===== config.mk =====
export PLATFORM = sky130hd
export DESIGN_NAME = counter_seq_ctrl
export DESIGN_NICKNAME = d
export VERILOG_FILES = /design/src/rtl/counter_seq_pkg.sv /design/src/rtl/counter_seq_ctrl_presc.sv /design/src/rtl/counter_seq_ctrl.sv
export SDC_FILE = /design/constraint.sdc
export NUM_CORES = 1
export LEC_CHECK = 0
export BUFFER_PORTS_ARGS = -buffer_cell sky130_fd_sc_hd__buf_2
export CAP_MARGIN = 20
export CORE_UTILIZATION = 40
export DETAILED_ROUTE_END_ITERATION = 8
export GPL_TIMING_DRIVEN = 0
export SLEW_MARGIN = 20
export SYNTH_ARGS = -nofsm -noshare
export SYNTH_HDL_FRONTEND = slang
export SYNTH_SLANG_ARGS = --single-unit

===== constraint.sdc =====
create_clock -name i_clk -period 3.21 [get_ports i_clk]
set_input_delay 0.642 -clock i_clk [delete_from_list [all_inputs] [get_ports i_clk]]
set_output_delay 0.642 -clock i_clk [all_outputs]
set_load 0.005 [all_outputs]

===== src/rtl/counter_seq_pkg.sv =====
// Shared encodings for the counter sequencer: FSM states, sequence modes,
// the latched configuration record and the 8-bit step helper.
package counter_seq_pkg;

  localparam logic [1:0] ST_IDLE = 2'd0;
  localparam logic [1:0] ST_LOAD = 2'd1;
  localparam logic [1:0] ST_RUN  = 2'd2;
  localparam logic [1:0] ST_DONE = 2'd3;

  localparam logic [1:0] MODE_ONESHOT  = 2'd0;
  localparam logic [1:0] MODE_RELOAD   = 2'd1;
  localparam logic [1:0] MODE_PINGPONG = 2'd2;
  localparam logic [1:0] MODE_RSVD     = 2'd3;

  // Configuration captured when a sequence is launched.
  typedef struct packed {
    logic [7:0] start_v;
    logic [7:0] end_v;
    logic       dir;
    logic [1:0] mode;
  } seq_cfg_t;

  // One counter step, wrapping modulo 256 in either direction.
  function automatic logic [7:0] step8(input logic [7:0] q, input logic up);
    return up ? (q + 8'd1) : (q - 8'd1);
  endfunction

endpackage


===== src/rtl/counter_seq_ctrl_presc.sv =====
// Tick prescaler: down-counter that fires when it reaches zero and then
// reloads. Also exposes whether the *next* cycle will tick so the parent
// can register its counter-enable one cycle ahead.
module seq_prescaler #(
  parameter int PRESC_W = 8
) (
  input  logic               i_clk,
  input  logic               i_rst_n,
  input  logic               i_reload,
  input  logic               i_run,
  input  logic [PRESC_W-1:0] i_val,
  output logic               o_tick,
  output logic               o_tick_nx
);

  logic [PRESC_W-1:0] r_cnt;
  logic [PRESC_W-1:0] w_cnt_nx;

  // Next count: explicit reload, or count down and wrap to the reload value.
  always_comb begin
    w_cnt_nx = r_cnt;
    if (i_reload)           w_cnt_nx = i_val;
    else if (i_run) begin
      if (r_cnt == '0)      w_cnt_nx = i_val;
      else                  w_cnt_nx = r_cnt - PRESC_W'(1);
    end
  end

  // Count register.
  always_ff @(posedge i_clk or negedge i_rst_n) begin
    if (!i_rst_n) r_cnt <= '0;
    else          r_cnt <= w_cnt_nx;
  end

  assign o_tick    = (r_cnt == '0);
  assign o_tick_nx = (w_cnt_nx == '0);

endmodule


===== src/rtl/counter_seq_ctrl.sv =====
// Sequencer for the 8-bit loadable up/down counter: one-shot, auto-reload
// or ping-pong runs between a start and an end value at a prescaled rate.
// Every output is a flop; the counter enable is decided one cycle early
// from the predicted counter value so a step lands on the tick cycle.
module counter_seq_ctrl
  import counter_seq_pkg::*;
#(
  parameter int PRESC_W = 8,
  parameter int WRAP_W  = 8
) (
  input  logic               i_clk,
  input  logic               i_rst_n,
  input  logic               i_start,
  input  logic               i_stop,
  input  logic [7:0]         i_cfg_start,
  input  logic [7:0]         i_cfg_end,
  input  logic               i_cfg_dir,
  input  logic [1:0]         i_cfg_mode,
  input  logic [PRESC_W-1:0] i_cfg_presc,
  input  logic [7:0]         i_cnt_q,
  output logic               o_cnt_en,
  output logic               o_cnt_load,
  output logic               o_cnt_up,
  output logic               o_cnt_oe,
  output logic [7:0]         o_cnt_d,
  output logic               o_busy,
  output logic               o_done,
  output logic [WRAP_W-1:0]  o_passes
);

  logic [1:0]         r_state;
  seq_cfg_t           r_cfg;
  logic [PRESC_W-1:0] r_presc;
  logic [7:0]         r_endc;
  logic               r_dir;
  logic [WRAP_W-1:0]  r_passes;
  logic               r_en, r_load, r_oe, r_busy, r_done;

  logic               w_ptick, w_ptick_nx, w_tick, w_term;
  logic [1:0]         w_state_nx;
  logic               w_dir_nx, w_latch, w_pass_inc;
  logic [7:0]         w_endc_nx, w_q_nx;

  seq_prescaler #(.PRESC_W(PRESC_W)) u_presc (
    .i_clk     (i_clk),
    .i_rst_n   (i_rst_n),
    .i_reload  (r_state == ST_LOAD),
    .i_run     (r_state == ST_RUN),
    .i_val     (r_presc),
    .o_tick    (w_ptick),
    .o_tick_nx (w_ptick_nx)
  );

  assign w_tick = (r_state == ST_RUN) & w_ptick;
  assign w_term = w_tick & (i_cnt_q == r_endc);

  // Counter value after this edge, assuming it obeys what we drive now.
  assign w_q_nx = r_load ? r_cfg.start_v :
                  r_en   ? step8(i_cnt_q, r_dir) : i_cnt_q;

  // FSM next state plus direction / terminal-value bookkeeping.
  always_comb begin
    w_state_nx = r_state;
    w_dir_nx   = r_dir;
    w_endc_nx  = r_endc;
    w_latch    = 1'b0;
    w_pass_inc = 1'b0;
    case (r_state)
      ST_IDLE: if (i_start && !i_stop) begin
        w_state_nx = ST_LOAD;
        w_latch    = 1'b1;
        w_dir_nx   = i_cfg_dir;
        w_endc_nx  = i_cfg_end;
      end
      ST_LOAD: w_state_nx = i_stop ? ST_IDLE : ST_RUN;
      ST_RUN: begin
        if (i_stop) w_state_nx = ST_IDLE;
        else if (w_term) begin
          case (r_cfg.mode)
            MODE_RELOAD: begin
              w_state_nx = ST_LOAD;
              w_pass_inc = 1'b1;
            end
            MODE_PINGPONG: begin
              w_dir_nx   = ~r_dir;
              w_endc_nx  = (r_endc == r_cfg.end_v) ? r_cfg.start_v : r_cfg.end_v;
              w_pass_inc = 1'b1;
            end
            MODE_ONESHOT, MODE_RSVD: w_state_nx = ST_DONE;
            default:                 w_state_nx = ST_DONE;
          endcase
        end
      end
      default: w_state_nx = ST_IDLE;
    endcase
  end

  // State, shadow config and saturating pass counter.
  always_ff @(posedge i_clk or negedge i_rst_n) begin
    if (!i_rst_n) begin
      r_state  <= ST_IDLE;
      r_cfg    <= '0;
      r_presc  <= '0;
      r_endc   <= '0;
      r_dir    <= 1'b1;
      r_passes <= '0;
    end else begin
      r_state <= w_state_nx;
      r_dir   <= w_dir_nx;
      r_endc  <= w_endc_nx;
      if (w_latch) begin
        r_cfg    <= '{start_v: i_cfg_start, end_v: i_cfg_end,
                      dir: i_cfg_dir, mode: i_cfg_mode};
        r_presc  <= i_cfg_presc;
        r_passes <= '0;
      end else if (w_pass_inc && !(&r_passes)) begin
        r_passes <= r_passes + WRAP_W'(1);
      end
    end
  end

  // Registered counter controls and status, computed for the coming cycle.
  always_ff @(posedge i_clk or negedge i_rst_n) begin
    if (!i_rst_n) begin
      r_en   <= 1'b0;
      r_load <= 1'b0;
      r_oe   <= 1'b1;
      r_busy <= 1'b0;
      r_done <= 1'b0;
    end else begin
      r_load <= (w_state_nx == ST_LOAD);
      r_en   <= (w_state_nx == ST_LOAD) |
                ((w_state_nx == ST_RUN) & w_ptick_nx & (w_q_nx != w_endc_nx));
      r_oe   <= 1'b1;
      r_busy <= (w_state_nx == ST_LOAD) | (w_state_nx == ST_RUN);
      r_done <= (w_state_nx == ST_DONE);
    end
  end

  assign o_cnt_en   = r_en;
  assign o_cnt_load = r_load;
  assign o_cnt_up   = r_dir;
  assign o_cnt_oe   = r_oe;
  assign o_cnt_d    = r_cfg.start_v;
  assign o_busy     = r_busy;
  assign o_done     = r_done;
  assign o_passes   = r_passes;

endmodule


==> results of run 1 <==
-- what timing repair did --
| action | 4_1_cts | 5_1_grt |
|---|---|---|
| endpoints found under the setup margin | 0 | 1 |
| hold endpoints to repair | 0 | 0 |
| gates resized for setup | 0 | 0 |
-- power groups by stage --
stage / Sequential [mW] / Combinational, mW / Clock, mW
after detailed placement: 1.00 / 0.717 / 0
after floorplan: 0.965 / 0.540 / 0
final: 0.995 / 0.721 / 0.701
after global routing: 1.01 / 0.816 / 0.745
after global placement: 0.997 / 0.707 / 0
after CTS: 0.993 / 0.724 / 0.716
-- cell usage after synthesis (all sizes together) (10+ instances only) --
master	count	share of area, %
clkbuf	10	1.1
ha	14	5.1
nor2	25	2.7
a21oi	19	2.7
dfrtp	56	40
nand2	86	9.3
inv	15	1.6
buf	11	2.2
xnor2	27	6.8
xor2	13	3.3
o21ai	11	1.6
-- worst reg2reg max path: stages, from the launching register on --
cell and delay (ns):
dfrtp_1 0.46, nor4_4 0.43, nand4_4 0.18, nor4_4 0.51, o21bai_2 0.25, a222oi_1 0.49
xnor2_1 0.14, nor3_1 0.20, a41oi_1 0.13
-- layer usage --
layer | routed length (um) | vias to the layer above | share of wire, %
met4 | 176 | 0 | 2.1
met2 | 3622 | 80 | 43
met5 | 0 | - | 0
met1 | 4085 | 1361 | 49
li1 | - | 1428 | -
met3 | 448 | 14 | 5.4
-- cell families (layout without fill, tap and decap cells) --
logic type / Yosys count / count (layout) / share of synthesized area [%]
simple gates: 159 / 159 / 22.52
flops: 57 / 57 / 41.18
compound gates: 56 / 56 / 10.61
xor+xnor: 40 / 40 / 10.10
buf+inv: 36 / 111 / 4.944
mux: 16 / 16 / 4.908
fa+ha+maj: 15 / 15 / 5.630
other cells: 1 / 1 / 0.1082
-- placed cells by master, fill, tap and decap left out, types with 3 or more instances in the layout --
master     n
nand2_1   86
buf_2     60
dfrtp_1   56
xnor2_1   27
nor2_1    25
a21oi_1   19
inv_1     15
ha_1      14
xor2_1    13
clkbuf_1  12
clkbuf_8  12
o21ai_0   11
buf_4     10
mux2_2     8
mux2i_1    8
nand4_1    7
a21o_1     7
nand3_1    7
nor3_1     5
nor4_1     4
nand2b_1   3
and3_1     3
a221o_2    3
or3_1      3
-- registers in the layout, summed over array words and instances (netlist names) --
register / cells
o_busy: 1
o_cnt_d: 8
o_cnt_en: 1
o_cnt_load: 1
o_cnt_up: 1
o_done: 1
o_passes: 8
r_cfg: 10
r_endc: 8
r_presc: 8
r_state: 2
u_presc.r_cnt: 8
-- through the flow --
step	hold slack, ns	power, mW	area, um2
6_report	0.3630	2.417	4104
5_1_grt	0.4278	2.573	4104
4_1_cts	0.3917	2.433	4104
3_5_place_dp	0.4778	1.722	3896
3_3_place_gp	0.4673	1.704	3894
2_1_floorplan	0.3464	1.505	3467
-- cell type report --
type	instances	area share, %
multi-input cells	287	45.52
flip-flops and latches	57	34.79
repair buffers	59	7.256
clock buffers	14	4.207
well taps	105	3.201
plain buffers	21	2.805
inverters	15	1.372
clock inverters	2	0.8537
-- how the worst max path moves through the flow --
stage               endpoint  depth (start not counted)              from  slack, ns
floorplan           o_cnt_en                          8  u_presc.r_cnt[2]       0.62
global placement    o_cnt_en                          9        i_cnt_q[1]      -0.04
detailed placement  o_cnt_en                          9        i_cnt_q[1]      -0.02
CTS                 o_cnt_en                          8  u_presc.r_cnt[2]       0.19
global route        o_cnt_en                         10        r_state[1]       0.01
finish              o_cnt_en                          8  u_presc.r_cnt[2]       0.31
==> qor.txt, run 1 <==
# rows: 33
internal power: 1.616 mW
YS warnings: 0
maxcap violations: 0
Cell Chain, Critical Path: nor4_4, nand4_4, nor4_4, o21bai_2, a222oi_1, xnor2_1, nor3_1, a41oi_1
Final Skew: 0.005464 ns
CTS Root Cell: clkbuf_8
Async S/R FF share, synth: 100.0%
switch share: 33.12%
Worst Hold Class: input port to async pin
critical path type: register to register
synth unique cells: 49
CP arrival: 3.11 ns
Post-Syn Area: 0.003467 mm2
CTS Sinks: 57
crit-path max FO: 10
Most Crowded Layer GR: met2
reg2reg path depth: 8
number of antenna diodes: 0
# IOs: 61
Clock transition at path regs: 0.07 ns
Tightest Pin Transition: 0.7302 ns
post-DP HPWL: 6.348 mm
GRT Util Overall: 20.42%
CTS tree: built
DR vias: 2883
final slew viol count: 0
pre-CTS setup slack: -0.02144 ns
GP Congestion: 0.7955
Die ar.: 0.009044 mm2
Fmax achieved: 344.3 MHz
Clk pwr share: 29.0%
CTS Hold Bufs: 0
Worst setup SP type: register
post-CTS repair timing setup buffer count: 0
Post-Syn Instances: 380
Die Y-Extent: 95.10 um
FF-to-FF Start: u_presc.r_cnt[2]
top_reg_cell synth: dfrtp_1
DR vias/cell: 5.148
setup_tns: 0 ns
Clk Latency, worst-skew pair: 0.33 ns
NumNets Final: 504
P per Cell Area: 588.9 mW/mm2
Rel. slew slack: 51.32%
PortBufs: 59
multi-input logic area: 0.001868 mm2
die span in x: 95.10 um
fill count: 793
CTS Buf Count: 9
Detailed Route Iter0 Violations: 182
met3 GRT Util: 4.067%
final WL: 8.333 mm
Initial DRT Pass Iterations: 4
Pleak: 2.038 nW
min setup slack post-route: 0.3059 ns
P&R area growth vs syn: 18.37%
gr ovfl total: 0
CTS Buffer Depth: 2
register cell area after layout: 0.001428 mm2
vias in the first global route: 2815
DRC viols: 0
Post-DRT Antenna Nets: 0
Yosys reg bits: 57
RSZ-0062 raised after global routing: false
reg2reg setup slack: 0.31 ns
H-tree depth: 3
largest net degree at the start of global routing: 58
first-pass GRT wire length: 13.97 mm
GR Util met2: 30.65%
Mean Syn Cell Area: 9.124 um2
fin crit period: 2.904 ns
critical path's top delay family: simple AND/OR/NAND/NOR gates
sequential fraction of the synthesis area: 41.18%
Psw: 800.5 uW
Synth Net Count: 434
initial antenna violation count: 0
CP max-delay cell: nor4_4
Setup violations, final: 0
Comb pwr share: 29.8%
starting density of the core: 41.78%
Setup crit end kind: register
Worst path max stage delay: 0.51 ns
most frequent CP cell: nor4_4
final core occ: 49.45%
Inst Count DP: 544
Seq pwr share: 41.2%
status: finished, final reports clean
Peak VDD IR: 0.3234 mV
Req. time, crit path: 3.41 ns
Worst Path Buf+Inv: 0
Post-synth EDFFs: 0
Final Non-Filler Cells: 560
fin crit share: 90.47%
core area: 0.008299 mm2
met1 usage: 28.88%
r2r endpoint: o_cnt_en
wire per inst: 14.88 um
Hold Vio Cnt, Final: 0
fraction of layout cells with a size suffix above 1: 22.86%
(Power assumes the default switching activity.)
==> inputs of run 2 (changes only) <==
- CTS_BUF_LIST: not set -> sky130_fd_sc_hd__clkbuf_8
- SKIP_CTS_REPAIR_TIMING: not set -> 1
==> run 2 against run 1 <==
Against the previous run:
- highest routed layer unchanged
- first-iteration DRC count fell by 0.55%
- largest cell class unchanged
- register-to-register slack got worse by 0.04 ns
- critical path depth did not move
==> qor.txt, run 2 (synthesis results as in run 1) <==
Pleak: 2.046 nW (+0.41%)
metal2 WL: 3.619 mm (about the same)
Final Non-Filler Cells: 560 (unchanged)
critical path's top delay family: simple AND/OR/NAND/NOR gates
GRT Util Overall: 20.44% (about the same)
P per Cell Area: 588.2 mW/mm2 (-0.12%)
DP Area: 0.003896 mm2 (unchanged)
final core occ: 49.45% (unchanged)
Critical Path Stages: 8 (unchanged)
GP Congestion: 0.7955 (unchanged)
Die Y-Extent: 95.10 um (unchanged)
Clock transition at path regs: 0.07 ns (about the same)
Tightest Pin Transition: 0.7312 ns (+0.001033 ns)
crit-path max FO: 10 (unchanged)
Detailed Route Iter0 Violations: 181 (-0.55%)
gr ovfl total: 0 (unchanged)
H-tree depth: 3 (unchanged)
Die ar.: 0.009044 mm2 (unchanged)
fin crit share: 91.75% (+1.3 points)
wire per inst: 14.92 um (+0.26%)
post-DP HPWL: 6.348 mm (unchanged)
CP max-delay cell: nor4_4
multi-input logic area: 0.001868 mm2 (unchanged)
Worst setup SP type: register
PortBufs: 59 (unchanged)
most frequent CP cell: nor4_4
fin crit period: 2.945 ns (+0.04108 ns)
vias in the first global route: 2815 (unchanged)
Setup violations, final: 0 (unchanged)
DR vias/cell: 5.136 (-0.24%)
CTS tree: built
reg2reg path depth: 8 (unchanged)
Crit. Startpoint: u_presc.r_cnt[2]
fraction of layout cells with a size suffix above 1: 22.86% (unchanged)
CTS Buf Count: 9 (unchanged)
commonest non-fill, non-tap cell in the layout: nand2_1
Inst Count DP: 544 (unchanged)
Clk Latency, worst-skew pair: 0.33 ns (about the same)
# rows: 33 (unchanged)
starting density of the core: 41.78% (unchanged)
die span in x: 95.10 um (unchanged)
final slew viol count: 0 (unchanged)
maxcap violations: 0 (unchanged)
Worst Path Buf+Inv: 0 (unchanged)
final instance area: 0.004104 mm2 (unchanged)
pre-CTS setup slack: -0.02144 ns (unchanged)
Final Skew: 0.005885 ns (+0.0004204 ns)
max FFs per register: 10 (unchanged)
number of antenna diodes: 0 (unchanged)
Worst Setup EP: o_cnt_en
Biggest register: r_cfg
setup_tns: 0 ns (unchanged)
Setup crit end kind: register
Initial DRT Pass Iterations: 4 (unchanged)
critical path type: register to register
P&R area growth vs syn: 18.37% (unchanged)
largest net degree at the start of global routing: 58 (unchanged)
DRC viols: 0 (unchanged)
CTS Buffer Depth: 2 (unchanged)
DR vias: 2876 (-0.24%)
CTS Sinks: 57 (unchanged)
Req. time, crit path: 3.41 ns (about the same)
Fmax achieved: 339.5 MHz (-1.4%)
Post-DRT Antenna Nets: 0 (unchanged)
Rel. slew slack: 51.25% (-0.069 points)
Design Power: 2.414 mW (-0.12%)
Peak VDD IR: 0.3241 mV (+0.22%)
Worst Hold Class: input port to async pin
r2r endpoint: o_cnt_en
Met1 Routed Length: 4.133 mm (+1.2%)
wire length on met3: 430 um (-4.0%)
Hold Vio Cnt, Final: 0 (unchanged)
CTS Root Cell: clkbuf_8
most frequent cells in the layout: nand2_1, buf_2, dfrtp_1
Worst path max stage delay: 0.52 ns (about the same)
# IOs: 61 (unchanged)
register cell area after layout: 0.001428 mm2 (unchanged)
final WL: 8.355 mm (+0.26%)
Cell Chain, Critical Path: nor4_4, nand4_4, nor4_4, o21bai_2, a222oi_1, xnor2_1, nor3_1, a41oi_1
fill count: 793 (unchanged)
highest routed layer: met4
status: finished, final reports clean
NumNets Final: 504 (unchanged)
FF-to-FF Start: u_presc.r_cnt[2]
core area: 0.008299 mm2 (unchanged)
RSZ-0062 raised after global routing: false
CP arrival: 3.15 ns (+0.04 ns)
reg2reg setup slack: 0.26 ns (-0.04 ns)
WHS: 0.3637 ns (+0.0007030 ns)
first-pass GRT wire length: 13.99 mm (+0.15%)
initial antenna violation count: 0 (unchanged)
min setup slack post-route: 0.2648 ns (-0.04108 ns)
-- run 2: layout make-up --
type | count | area share, %
multi-input cells | 287 | 45.52
flip-flops and latches | 57 | 34.79
repair buffers | 59 | 7.256
clock buffers | 12 | 4.024
well taps | 105 | 3.201
plain buffers | 21 | 2.805
inverters | 15 | 1.372
clock inverters | 4 | 1.037
-- run 2: how the worst min path moves through the flow --
stage,startpoint,end,cells after the start
after floorplan,i_rst_n,o_busy,0
after global placement,r_presc[4],r_presc[4],2
after detailed placement,r_presc[4],r_presc[4],2
after CTS,i_rst_n,o_passes[0],1
after global routing,i_rst_n,o_passes[0],1
final,i_rst_n,o_passes[0],1
-- run 2: per-layer routing --
layer  vias up  GRT usage, %
met4         0         7.828
met1      1365         28.93
met5         -             0
met3        13         4.067
li1       1426             -
met2        72         30.65
-- run 2: power breakdown --
group	internal [mW]	switching [mW]	leakage, nW	total [mW]
Combinational	0.343	0.378	1.21	0.722
Clock	0.415	0.282	0.115	0.697
Sequential	0.851	0.144	0.719	0.995
==> inputs of run 3 (changes only) <==
--- a/config.mk
+++ b/config.mk
@@ -11,5 +11,4 @@
 export CTS_BUF_LIST = sky130_fd_sc_hd__clkbuf_8
 export DETAILED_ROUTE_END_ITERATION = 8
-export GPL_TIMING_DRIVEN = 0
 export SKIP_CTS_REPAIR_TIMING = 1
 export SLEW_MARGIN = 20
==> constraint.sdc (replaced) <==
create_clock -name i_clk -period 3.1 [get_ports i_clk]
set_input_delay 0.62 -clock i_clk [delete_from_list [all_inputs] [get_ports i_clk]]
set_output_delay 0.62 -clock i_clk [all_outputs]
set_load 0.05 [all_outputs]
==> run 3 against run 2 <==
Against the previous run:
- utilization fell by 0.93 points
- setup slack improved by 0.066 ns
- total power grew 5.0%
- via count down 2.2%
- clock skew shrank 0.00071 ns
- fmax up 6.3%
- combinational power up 11%
- non-clock buffer count fell by 14
- count of clock-buffer cells in the layout decreased by 1
- global-route usage fell by 0.32 points
- register-to-register slack gained 0.07 ns
==> qor.txt, run 3 (synthesis results as in run 1) <==
status: finished, final reports clean
wire per inst: 15.17 um (+1.7%)
fraction of layout cells with a size suffix above 1: 22.73% (-0.13 points)
NumNets Final: 490 (-2.8%)
Hold Vio Cnt, Final: 0 (unchanged)
Design Power: 2.533 mW (+5.0%)
Comb pwr share: 31.5% (+1.6 points)
DR vias: 2812 (-2.2%)
core area: 0.008299 mm2 (unchanged)
fin crit period: 2.770 ns (-0.1756 ns)
Setup violations, final: 0 (unchanged)
most frequent cells in the layout: nand2_1, buf_2, dfrtp_1
Die Y-Extent: 95.10 um (unchanged)
CTS Root Cell: clkbuf_8
post-DP HPWL: 6.233 mm (-1.8%)
final slew viol count: 0 (unchanged)
Crit. Startpoint: u_presc.r_cnt[2]
number of antenna diodes: 0 (unchanged)
Pleak: 2.007 nW (-1.9%)
vias in the first global route: 2706 (-3.9%)
Seq pwr share: 41.3% (about the same)
Die ar.: 0.009044 mm2 (unchanged)
Initial DRT Pass Iterations: 4 (unchanged)
# rows: 33 (unchanged)
GP Congestion: 0.8367 (+5.2%)
max FFs per register: 10 (unchanged)
Setup crit end kind: register
P&R area growth vs syn: 16.13%
reg2reg path depth: 7 (-1)
r2r endpoint: o_passes[5]
# IOs: 61 (unchanged)
H-tree depth: 3 (unchanged)
Biggest register: r_cfg
final instance area: 0.004026 mm2 (-1.9%)
Detailed Route Iter0 Violations: 177 (-2.2%)
Post-DRT Antenna Nets: 0 (unchanged)
die span in x: 95.10 um (unchanged)
WHS: 0.4366 ns (+0.07289 ns)
first-pass GRT wire length: 13.74 mm (-1.8%)
Req. time, crit path: 3.35 ns (-0.06 ns)
CTS Buf Count: 9 (unchanged)
fin crit share: 89.34% (-2.4 points)
Clk pwr share: 27.2% (-1.7 points)
critical path type: register to register
Psw: 914.6 uW (+14%)
RSZ-0062 raised after global routing: false
largest net degree at the start of global routing: 58 (unchanged)
Clk Latency, worst-skew pair: 0.33 ns (about the same)
Worst setup SP type: register
starting density of the core: 41.78% (unchanged)
GRT Util Overall: 20.12% (-0.32 points)
Peak VDD IR: 0.2630 mV (-19%)
reg2reg setup slack: 0.33 ns (+0.07 ns)
maxcap violations: 0 (unchanged)
final WL: 8.269 mm (-1.0%)
CP arrival: 3.02 ns (-0.13 ns)
Tightest Pin Transition: 0.8054 ns (+0.07416 ns)
setup_tns: 0 ns (unchanged)
Fmax achieved: 361.1 MHz (+6.3%)
internal power: 1.619 mW (+0.56%)
PortBufs: 59 (unchanged)
Rel. slew slack: 46.18% (-5.1 points)
Final Skew: 0.005171 ns (-0.0007142 ns)
DRC viols: 0 (unchanged)
crit-path max FO: 5 (-5)
Worst Hold Class: input port to async pin
P per Cell Area: 629.2 mW/mm2 (+7.0%)
final core occ: 48.52% (-0.93 points)
gr ovfl total: 0 (unchanged)
commonest non-fill, non-tap cell in the layout: nand2_1
switch share: 36.10% (+2.8 points)
CTS Buffer Depth: 2 (unchanged)
DR vias/cell: 5.160 (+0.47%)
Clock transition at path regs: 0.06 ns (about the same)
DP Area: 0.003831 mm2 (-1.7%)
initial antenna violation count: 0 (unchanged)
CTS tree: built
FF-to-FF Start: u_presc.r_cnt[2]
CTS Sinks: 57 (unchanged)
-- run 3: changes by cell type in the layout (fill, tap and decap cells not counted), sizes merged --
cell,delta
buf,-4
inv,-1
clkbuf,-11
clkinv,+1
-- run 3: power groups by stage --
stage	clock (mW)	combinational, mW	sequential, mW
finish	0.690	0.799	1.05
global route	0.735	0.896	1.07
CTS	0.705	0.803	1.04
detailed placement	0	0.796	1.06
global placement	0	0.786	1.05
floorplan	0	0.635	1.02
-- run 3: cell type report --
cell class / count / area (um2)
fill: 801 / 4273
multi-input combinational: 287 / 1868
sequential: 57 / 1428
timing repair buffer: 66 / 347.8
clock buffer: 11 / 151.4
tap: 105 / 131.4
inverter: 15 / 56.30
clock inverter: 4 / 43.79
-- run 3: per-stage QoR --
step,instances,setup slack (ns)
2_1_floorplan,380,0.4170
3_3_place_gp,530,0.3025
3_5_place_dp,530,0.1861
4_1_cts,545,0.3146
5_1_grt,545,0.1234
6_report,545,0.3304
-- run 3: how the worst max path moves through the flow --
stage	to	cells after the start	slack (ns)
after global routing	o_passes[7]	7	0.12
after CTS	o_passes[5]	7	0.31
final	o_passes[5]	7	0.33
after detailed placement	o_passes[7]	8	0.19
after floorplan	o_cnt_en	10	0.42
after global placement	o_passes[5]	8	0.30
-- run 3: critical path: stages (launching register included) --
cell and delay (ns):
dfrtp_1 0.45, nor4_4 0.42, nand4_4 0.19, or3_4 0.46, nor4b_4 0.41, nand4_1 0.24
or3_1 0.35, a21oi_1 0.15
-- run 3: per-layer routing --
metal	share of wire (%)	track usage [%]	wire length (um)	up-vias
met5	0	0	0	-
met2	43	28.75	3580	62
met1	52	30.25	4291	1343
met3	3.6	3.030	300	9
li1	-	-	-	1398
met4	1.2	7.702	96	0
